==> config.mk <==
export PLATFORM = sky130hd
export DESIGN_NAME = neuron_backward
export DESIGN_NICKNAME = d
export VERILOG_FILES = /design/src/rtl/neuron_backward.sv
export SDC_FILE = /design/constraint.sdc
export NUM_CORES = 2
export LEC_CHECK = 0
export ABC_CLOCK_PERIOD_IN_PS = 12170
export BUFFER_PORTS_ARGS = -buffer_cell sky130_fd_sc_hd__buf_2
export CORE_MARGIN = 2
export CORE_UTILIZATION = 60
export DETAILED_ROUTE_END_ITERATION = 7
export GPL_ROUTABILITY_DRIVEN = 0
export PLACE_DENSITY = 0.9
export SETUP_SLACK_MARGIN = 0.02
export SLEW_MARGIN = 25
export SYNTH_ARGS = -nofsm -noshare
export SYNTH_HDL_FRONTEND = slang
export SYNTH_SLANG_ARGS = --single-unit
==> constraint.sdc <==
create_clock -name clk -period 12.17 [get_ports clk]
set_input_delay 2.434 -clock clk [delete_from_list [all_inputs] [get_ports clk]]
set_output_delay 2.434 -clock clk [all_outputs]
set_load 0.1 [all_outputs]
==> src/rtl/neuron_backward.sv <==
// neuron_backward: backward pass of a single neuron. For each input channel it
// computes the propagated error e = sat((delta*w) >>> WEIGHT_FRACTION) and the
// updated weight w' = sat(w - ((delta*x) >>> LR_SHIFT)), one channel per cycle
// through one shared multiplier pair. Results collect in shadow registers and
// are published all at once, so the outputs never show a partial update.
module neuron_backward #(
    parameter int NEURON_NUM      = 5,
    parameter int INPUT_SIZE      = 9,
    parameter int WEIGHT_SIZE     = 17,
    parameter int WEIGHT_FRACTION = 3,
    parameter int DELTA_SIZE      = 10,
    parameter int LR_SHIFT        = 8
) (
    input  logic                                clk,
    input  logic                                rst,
    input  logic                                start,
    input  logic signed [DELTA_SIZE-1:0]        delta,
    input  logic [NEURON_NUM*INPUT_SIZE-1:0]    inputs,
    input  logic [NEURON_NUM*WEIGHT_SIZE-1:0]   weights,
    output logic [NEURON_NUM*DELTA_SIZE-1:0]    out_errors,
    output logic [NEURON_NUM*WEIGHT_SIZE-1:0]   out_weights,
    output logic                                out_valid,
    output logic                                busy
);

    localparam int EP_W = DELTA_SIZE + WEIGHT_SIZE;   // full delta*w product
    localparam int GP_W = DELTA_SIZE + INPUT_SIZE;    // full delta*x product
    localparam int WD_W = WEIGHT_SIZE + 1;            // weight subtraction width
    localparam int K_W  = (NEURON_NUM > 1) ? $clog2(NEURON_NUM) : 1;

    typedef enum logic [1:0] {IDLE, CALC, DONE} state_t;

    state_t                             state_q, state_d;
    logic [K_W-1:0]                     k_q;
    logic signed [DELTA_SIZE-1:0]       delta_q;
    logic [NEURON_NUM*INPUT_SIZE-1:0]   inputs_q;
    logic [NEURON_NUM*WEIGHT_SIZE-1:0]  weights_q;
    logic [NEURON_NUM*DELTA_SIZE-1:0]   err_sh_q, out_errors_q;
    logic [NEURON_NUM*WEIGHT_SIZE-1:0]  wt_sh_q, out_weights_q;
    logic                               out_valid_q;

    logic signed [INPUT_SIZE-1:0]       x_k;
    logic signed [WEIGHT_SIZE-1:0]      w_k;
    logic signed [EP_W-1:0]             eprod;
    logic signed [GP_W-1:0]             gprod;
    logic signed [WD_W-1:0]             wdiff;
    logic signed [DELTA_SIZE-1:0]       e_k;
    logic signed [WEIGHT_SIZE-1:0]      wn_k;
    logic                               last_k;

    // Clamp a shifted error product into the DELTA_SIZE signed range.
    function automatic logic signed [DELTA_SIZE-1:0] sat_err(input logic signed [EP_W-1:0] v);
        logic [EP_W-DELTA_SIZE:0] top;
        top = v[EP_W-1:DELTA_SIZE-1];
        if (top == '0 || top == '1)
            sat_err = v[DELTA_SIZE-1:0];
        else if (v[EP_W-1])
            sat_err = {1'b1, {(DELTA_SIZE-1){1'b0}}};
        else
            sat_err = {1'b0, {(DELTA_SIZE-1){1'b1}}};
    endfunction

    // Clamp the widened weight difference into the WEIGHT_SIZE signed range.
    function automatic logic signed [WEIGHT_SIZE-1:0] sat_wt(input logic signed [WD_W-1:0] v);
        logic [WD_W-WEIGHT_SIZE:0] top;
        top = v[WD_W-1:WEIGHT_SIZE-1];
        if (top == '0 || top == '1)
            sat_wt = v[WEIGHT_SIZE-1:0];
        else if (v[WD_W-1])
            sat_wt = {1'b1, {(WEIGHT_SIZE-1){1'b0}}};
        else
            sat_wt = {1'b0, {(WEIGHT_SIZE-1){1'b1}}};
    endfunction

    // Shared datapath for channel k: full-width products, floor shifts, saturation.
    assign x_k    = inputs_q[k_q*INPUT_SIZE +: INPUT_SIZE];
    assign w_k    = weights_q[k_q*WEIGHT_SIZE +: WEIGHT_SIZE];
    assign eprod  = EP_W'(delta_q) * EP_W'(w_k);
    assign gprod  = GP_W'(delta_q) * GP_W'(x_k);
    assign e_k    = sat_err(eprod >>> WEIGHT_FRACTION);
    // The shifted gradient is bounded well inside WD_W bits, so narrowing is lossless.
    assign wdiff  = WD_W'(w_k) - WD_W'(gprod >>> LR_SHIFT);
    assign wn_k   = sat_wt(wdiff);
    assign last_k = (k_q == K_W'(NEURON_NUM - 1));

    // State register.
    always_ff @(posedge clk) begin
        if (!rst) state_q <= IDLE;
        else      state_q <= state_d;
    end

    // Next-state logic: start is honoured only from IDLE.
    always_comb begin
        state_d = state_q;
        case (state_q)
            IDLE:    if (start) state_d = CALC;
            CALC:    if (last_k) state_d = DONE;
            DONE:    state_d = IDLE;
            default: state_d = IDLE;
        endcase
    end

    // Operand latch, channel counter, shadow accumulation and result publish.
    always_ff @(posedge clk) begin
        if (!rst) begin
            k_q           <= '0;
            delta_q       <= '0;
            inputs_q      <= '0;
            weights_q     <= '0;
            err_sh_q      <= '0;
            wt_sh_q       <= '0;
            out_errors_q  <= '0;
            out_weights_q <= '0;
            out_valid_q   <= 1'b0;
        end else begin
            out_valid_q <= 1'b0;
            case (state_q)
                IDLE: begin
                    if (start) begin
                        delta_q   <= delta;
                        inputs_q  <= inputs;
                        weights_q <= weights;
                        k_q       <= '0;
                    end
                end
                CALC: begin
                    err_sh_q[k_q*DELTA_SIZE +: DELTA_SIZE]   <= e_k;
                    wt_sh_q[k_q*WEIGHT_SIZE +: WEIGHT_SIZE]  <= wn_k;
                    k_q <= last_k ? '0 : k_q + K_W'(1);
                end
                DONE: begin
                    out_errors_q  <= err_sh_q;
                    out_weights_q <= wt_sh_q;
                    out_valid_q   <= 1'b1;
                end
                default: ;
            endcase
        end
    end

    assign out_errors  = out_errors_q;
    assign out_weights = out_weights_q;
    assign out_valid   = out_valid_q;
    assign busy        = (state_q != IDLE);

endmodule

## Yosys cells after proc, flatten, opt, wreduce, memory -nomap -nowiden

Cells that the tools add are included.

| operators by class | value |
|---|---|
| multiplexer cells | 13 |
| shift-type cells | 6 |
| add/sub/neg operators | 4 |
| reduce and logical (&&, ||, !) cells | 10 |
| equal/unequal tests | 7 |
| multipliers | 5 |

Operator list:

| kind | count |
|---|---|
| 85-bit bitwise mux | 1 |
| 17-bit by 34-bit variable shift with 85-bit output (first input constant) | 1 |
| 17-bit by 34-bit variable part select with 85-bit output | 1 |
| 85-bit by 9-bit variable part select with 17-bit output | 1 |
| 50-bit bitwise mux | 1 |
| 10-bit by 34-bit variable shift with 50-bit output (first input constant) | 1 |
| 10-bit by 34-bit variable part select with 50-bit output | 1 |
| 45-bit by 8-bit variable part select with 9-bit output | 1 |
| 17-bit two-way mux | 2 |
| 7-bit negator with 34-bit output | 1 |
| 8-bit negator with 34-bit output | 1 |
| 10-bit by 17-bit multiplier with 27-bit output | 1 |
| 10-bit two-way mux | 2 |
| 10-bit by 9-bit multiplier with 19-bit output | 1 |
| 18-bit equality test (second input constant) | 1 |
| 18-bit zero test | 1 |
| 17-bit by 11-bit subtractor with 18-bit output | 1 |
| 3-bit by 5-bit multiplier with 8-bit output (second input constant) | 1 |
| 3-bit by 4-bit multiplier with 7-bit output (second input constant) | 1 |
| 3-bit by 3-bit multiplier with 6-bit output (second input constant) | 1 |
| 3-bit two-way mux | 2 |
| 3-bit one-hot mux with 2 select lines | 1 |
| 2-bit AND reduction | 3 |
| 2-bit equality test (second input constant) | 2 |
| other kinds (10) | 15 |

| storage, ports and cells | value |
|---|---|
| input port bits | 143 |
| register bits | 416 |

## Logic depth before layout (Yosys ltp)

| logic depth | value |
|---|---|
| depth in word-level cells | 9 |
| mapped depth | 39 |
| mapped depth without buffers | 34 |

## Worst setup path after synthesis

No wires, ideal clock.

| timing path | value |
|---|---|
| path kind | register -> register |
| start | register k_q[0] |
| end | register wt_sh_q[10] |
| setup slack | 3118 ps |
| library setup time | 74 ps |
| arrival time | 8977 ps |
| required time | 12096 ps |
| buffers on the path | 5 |
| stages on the path, launching flop included | 34 |
| period minus slack after synthesis | 9052 ps |
| cells stage by stage | dfxtp_1 > clkbuf_1 > buf_2 > buf_1 > mux4_2 > a22o_1 > clkbuf_1 > and2_1 > fa_1 > inv_1 > fa_1 > inv_1 > fa_1 > fa_1 > ha_1 > ha_1 > and3_1 > a21oi_1 > o211ai_1 > o211a_1 > o21a_1 > o21a_1 > nor2_1 > xnor2_1 > ha_1 > or3_1 > a311oi_1 > nor3_1 > or4_1 > nand3_1 > o21ai_1 > or2_2 > clkbuf_1 > o21ai_0 |

| between the ends | value |
|---|---|
| cells in the longest elaborated chain, start to end | 9 |
| elaborated cells on any way between the ends | 15 |
| those cells by class | 2 x add/sub; 3 x mul; 1 x eq/ne; 4 x shift; 3 x mux; 2 x reduce/logical |

Ends and longest elaborated chain:

| item | RTL line | RTL |
|---|---|---|
| start, declared | 34 | `logic [K_W-1:0] k_q;` |
| start signal, assigned | 129 | `k_q <= last_k ? '0 : k_q + K_W'(1);` |
| 3-bit by 4-bit multiplier with 7-bit output | 76 | `assign x_k = inputs_q[k_q*INPUT_SIZE +: INPUT_SIZE];` |
| 45-bit by 8-bit variable part select with 9-bit output | 76 |  |
| 10-bit by 9-bit multiplier with 19-bit output | 79 | `assign gprod = GP_W'(delta_q) * GP_W'(x_k);` |
| 17-bit by 11-bit subtractor with 18-bit output | 82 | `assign wdiff = WD_W'(w_k) - WD_W'(gprod >>> LR_SHIFT);` |
| 2-bit equality test or 2-bit zero test (tied branches) | 67 | `if (top == '0 \|\| top == '1)` |
| 1-bit logical OR | 67 |  |
| 17-bit two-way mux | 67 |  |
| 17-bit by 34-bit variable part select with 85-bit output | 128 | `wt_sh_q[k_q*WEIGHT_SIZE +: WEIGHT_SIZE] <= wn_k;` |
| 85-bit bitwise mux (*) | 128 |  |
| end signal, assigned by index | 128 |  |
| end, declared | 39 | `logic [NEURON_NUM*WEIGHT_SIZE-1:0] wt_sh_q, out_weights_q;` |

Mark *: on every way between the ends. The rest lies on a longest branch, timed or not.
A chain may end at the register's enable or synchronous reset.

## Worst setup path in the final report

| timing path | value |
|---|---|
| start | register k_q[0] |
| end | register wt_sh_q[15] |

Same word-level chain as after synthesis.

==> metrics.cfg <==
[outcome]
status=finished with violations
violations=DRC

[routing]
dr_total_vias=24600
drtIter0Drc=2335
via_per_inst=5.98
route.detailed.wl_per_inst_um=18.3
drc_errors=31
wl_um=75200
postRouteAntennaNets=0
drt-pass1-iter-count=8

[sta]
max_freq_mhz=94.5
setup-violations-final=0
min_period_over_period_pct=86.9
slew_headroom_pct=30.2
rsz0062_at_grt=false
min_period_ns=10.58
hold_violations=0
tns_ns=0
finClkSkew_ns=0.0257
timing.hold.ws_ns=0.451
slew_viol_final=0
worst_slack_ns=1.59
worstMarginPinSlew_ns=1.05

[logic_synthesis]
yosysTopAreaCellShare_pct=30.8
yosysTopAreaCell=dfxtp_1
synth_area_per_cell_um2=8.12
synthFlopType=dfxtp_1
syn_area_um2=27100
synth_area_leaders=dfxtp_1 (31%), fa_1 (17%), nand2_1 (11%)
syn_inst=3332
yosysUniqueCellTypes=88
ys_seq_area_share_pct=30.8
synth_edf_count=0
ys_async_sr_fraction_pct=0
synth_nets=3822
ys_ff_latch=416
yosys_warnings=0

[die]
rows=77
ios=280
core-area_um2=44400
die_w_um=216
die-area_um2=46800
start_util_pct=60.9
die_y_um=216

[critical_path]
worst_setup_path_start_kind=register
startpoint=k_q[0]$_SDFFE_PN0P_
critPathCapture=wt_sh_q[15]$_SDFFE_PN0P_
end_kind=register
r2r_start=k_q[0]$_SDFFE_PN0P_
slowest_delay_ns=0.85
worst_path_max_delay_cell=a32oi_1
critPathKind=reg -> reg
arrival_ns=11.08
rrSetupSlack_ns=1.59
r2r_end=wt_sh_q[15]$_SDFFE_PN0P_
crit_top_cell=fa_1
cp_max_fo=37
ff2ff_path_depth=33
cp.required_ns=12.67

[place]
dpl_worst_slack_ns=1.77
numPlacedInstances=4033
hpwlAfterDp_um=54700
portBuffers=279

[clock_network]
clock_latency_ns=0.59
cts_tree=yes
cts_num_sinks=416
clock_path_buffers=3
cts_made_buffers=41
h-tree-depth=2
cts_root_buf=clkbuf_16
postCtsResizedCells=0
cts_setup_buffers=0
ctsHoldBuffers=0
clkTransAtPathRegs_ns=0.07

[flow_run]
drv_cap=0

[finish]
final_layout_size_suffix_gt1_share_pct=12.6
nets=3974
utilization_pct=67.7
instances_no_fill=4108
nFillCells=3374
area_growth_pct=11.1

[pwr]
p_leak_nw=13.2
peakVddDrop_mv=0.128
power_density_nw_per_um2=127

[global_route]
grt_max_degree=145
track_usage_pct=31.8
grt_pass1_vias=24000
grt.overflow.total=0
grt_pass1_wl_um=121000
grt_antenna_before_repair=0

[min_path]
hold_path.class=reg -> reg

metal layers:
layer | track usage [%] | part of all wire, % | up-vias
met5 | 0 | 0 | -
met2 | 52.8 | 48 | 1368
met4 | 14.3 | 4.6 | 0
met1 | 40.4 | 39 | 11700
met3 | 5.78 | 8.8 | 265
li1 | - | - | 11200
worst max-delay path, delay by kind of cell, from the launching register on:
kind	cells	cell delay, ns
adder cells (fa/ha/maj)	7	2.89
flip-flops	1	0.74
AND/OR/NAND/NOR	7	1.21
AO/OA/AOI/OAI	14	4.37
XOR/XNOR	1	0.58
buffers and inverters	4	0.68
synth_stat cells, types with 6 or more instances:
master / count
nand2_1: 817
o21ai_0: 109
or2_2: 10
nor2b_1: 23
fa_1: 224
o22a_1: 10
a31oi_1: 25
nor2_1: 156
mux2i_1: 27
buf_1: 29
clkbuf_1: 165
nand2b_1: 23
o211ai_1: 10
buf_2: 6
ha_1: 123
nand3_1: 35
and2_1: 95
dfxtp_1: 416
o21a_1: 13
and3_1: 10
a22o_1: 35
mux4_2: 12
nand4_1: 17
xor2_1: 15
a22oi_1: 20
nor4_1: 7
xnor2_1: 40
o22ai_1: 12
a21o_1: 14
or3_1: 7
a311oi_1: 9
a21oi_1: 370
nor3_1: 42
o21ai_1: 6
a211oi_1: 13
inv_1: 284
a2bb2oi_1: 6
logic make-up (layout without fill, tap and decap cells):
| logic type | Yosys count | in the layout | share of synthesized area (%) |
|---|---|---|---|
| adders and majority gates | 350 | 350 | 22.4 |
| buffers and inverters | 492 | 674 | 6.93 |
| and+or+nand+nor | 1258 | 1258 | 19.8 |
| AOI/OAI and AO/OA | 721 | 721 | 16.3 |
| DFF | 416 | 416 | 30.8 |
| other | 0 | 2 | 0 |
| muxes | 40 | 40 | 2.04 |
| xor gates and xnor gates | 55 | 55 | 1.78 |
through the flow:
| stage | instance area, µm² | power [W] |
|---|---|---|
| finish | 30100 | 0.00382 |
| global route | 30100 | 0.00398 |
| CTS | 30100 | 0.00378 |
| detailed placement | 28700 | 0.00254 |
| global placement | 28700 | 0.00251 |
| floorplan | 27100 | 0.00223 |
cell type report:
type | instances | area [µm²] | area share, %
Tap cell | 592 | 741 | 2.46
Timing Repair Buffer | 314 | 1660 | 5.52
Antenna cell | 2 | 5.00 | 0.0166
Inverter | 287 | 1080 | 3.61
Clock inverter | 14 | 165 | 0.549
Sequential cell | 416 | 8340 | 27.7
Multi-Input combinational cell | 2424 | 16900 | 56.3
Clock buffer | 59 | 1160 | 3.87
state kept, by name (all words and copies together) (netlist names):
register,cells
delta_q,10
out_errors,50
wt_sh_q,85
inputs_q,45
err_sh_q,50
out_weights,85
k_q,3
weights_q,85
state_q,2
out_valid,1
power by group:
group          total, W  switching [W]  internal (W)  leakage (nW)
Sequential      0.00145      0.0000426       0.00141          3.38
Clock           0.00126       0.000559      0.000698         0.645
Combinational   0.00111       0.000747      0.000362          9.18
Total           0.00382        0.00135       0.00247          13.2
worst min-delay path by stage:
stage               cells after the start                           end                          from
floorplan                               2      wt_sh_q[10]$_SDFFE_PN0P_      wt_sh_q[10]$_SDFFE_PN0P_
global placement                        2   out_errors[13]$_SDFFE_PN0P_     err_sh_q[13]$_SDFFE_PN0P_
detailed placement                      2   out_errors[29]$_SDFFE_PN0P_   out_errors[29]$_SDFFE_PN0P_
CTS                                     2   out_errors[29]$_SDFFE_PN0P_   out_errors[29]$_SDFFE_PN0P_
global route                            2   out_errors[37]$_SDFFE_PN0P_     err_sh_q[37]$_SDFFE_PN0P_
finish                                  2  out_weights[66]$_SDFFE_PN0P_  out_weights[66]$_SDFFE_PN0P_
placed cells by master (no fill, tap or decap), types with 11 or more instances in the layout:
cell / n
mux4_2: 12
clkbuf_16: 41
a211oi_1: 13
nand4_1: 17
a31oi_1: 25
o21ai_0: 109
nand2_1: 816
clkbuf_1: 11
nor3_1: 40
xor2_1: 15
nor2b_1: 22
buf_2: 279
mux2i_1: 27
and2_1: 94
nand3_1: 35
ha_1: 123
a21oi_1: 367
a22oi_1: 20
o21a_1: 13
a21o_1: 14
xnor2_1: 38
nor2_1: 156
buf_4: 35
dfxtp_1: 411
nand2b_1: 22
a22o_1: 35
o22ai_1: 12
inv_1: 283
fa_1: 224
Power figures use the tool's default switching activity.
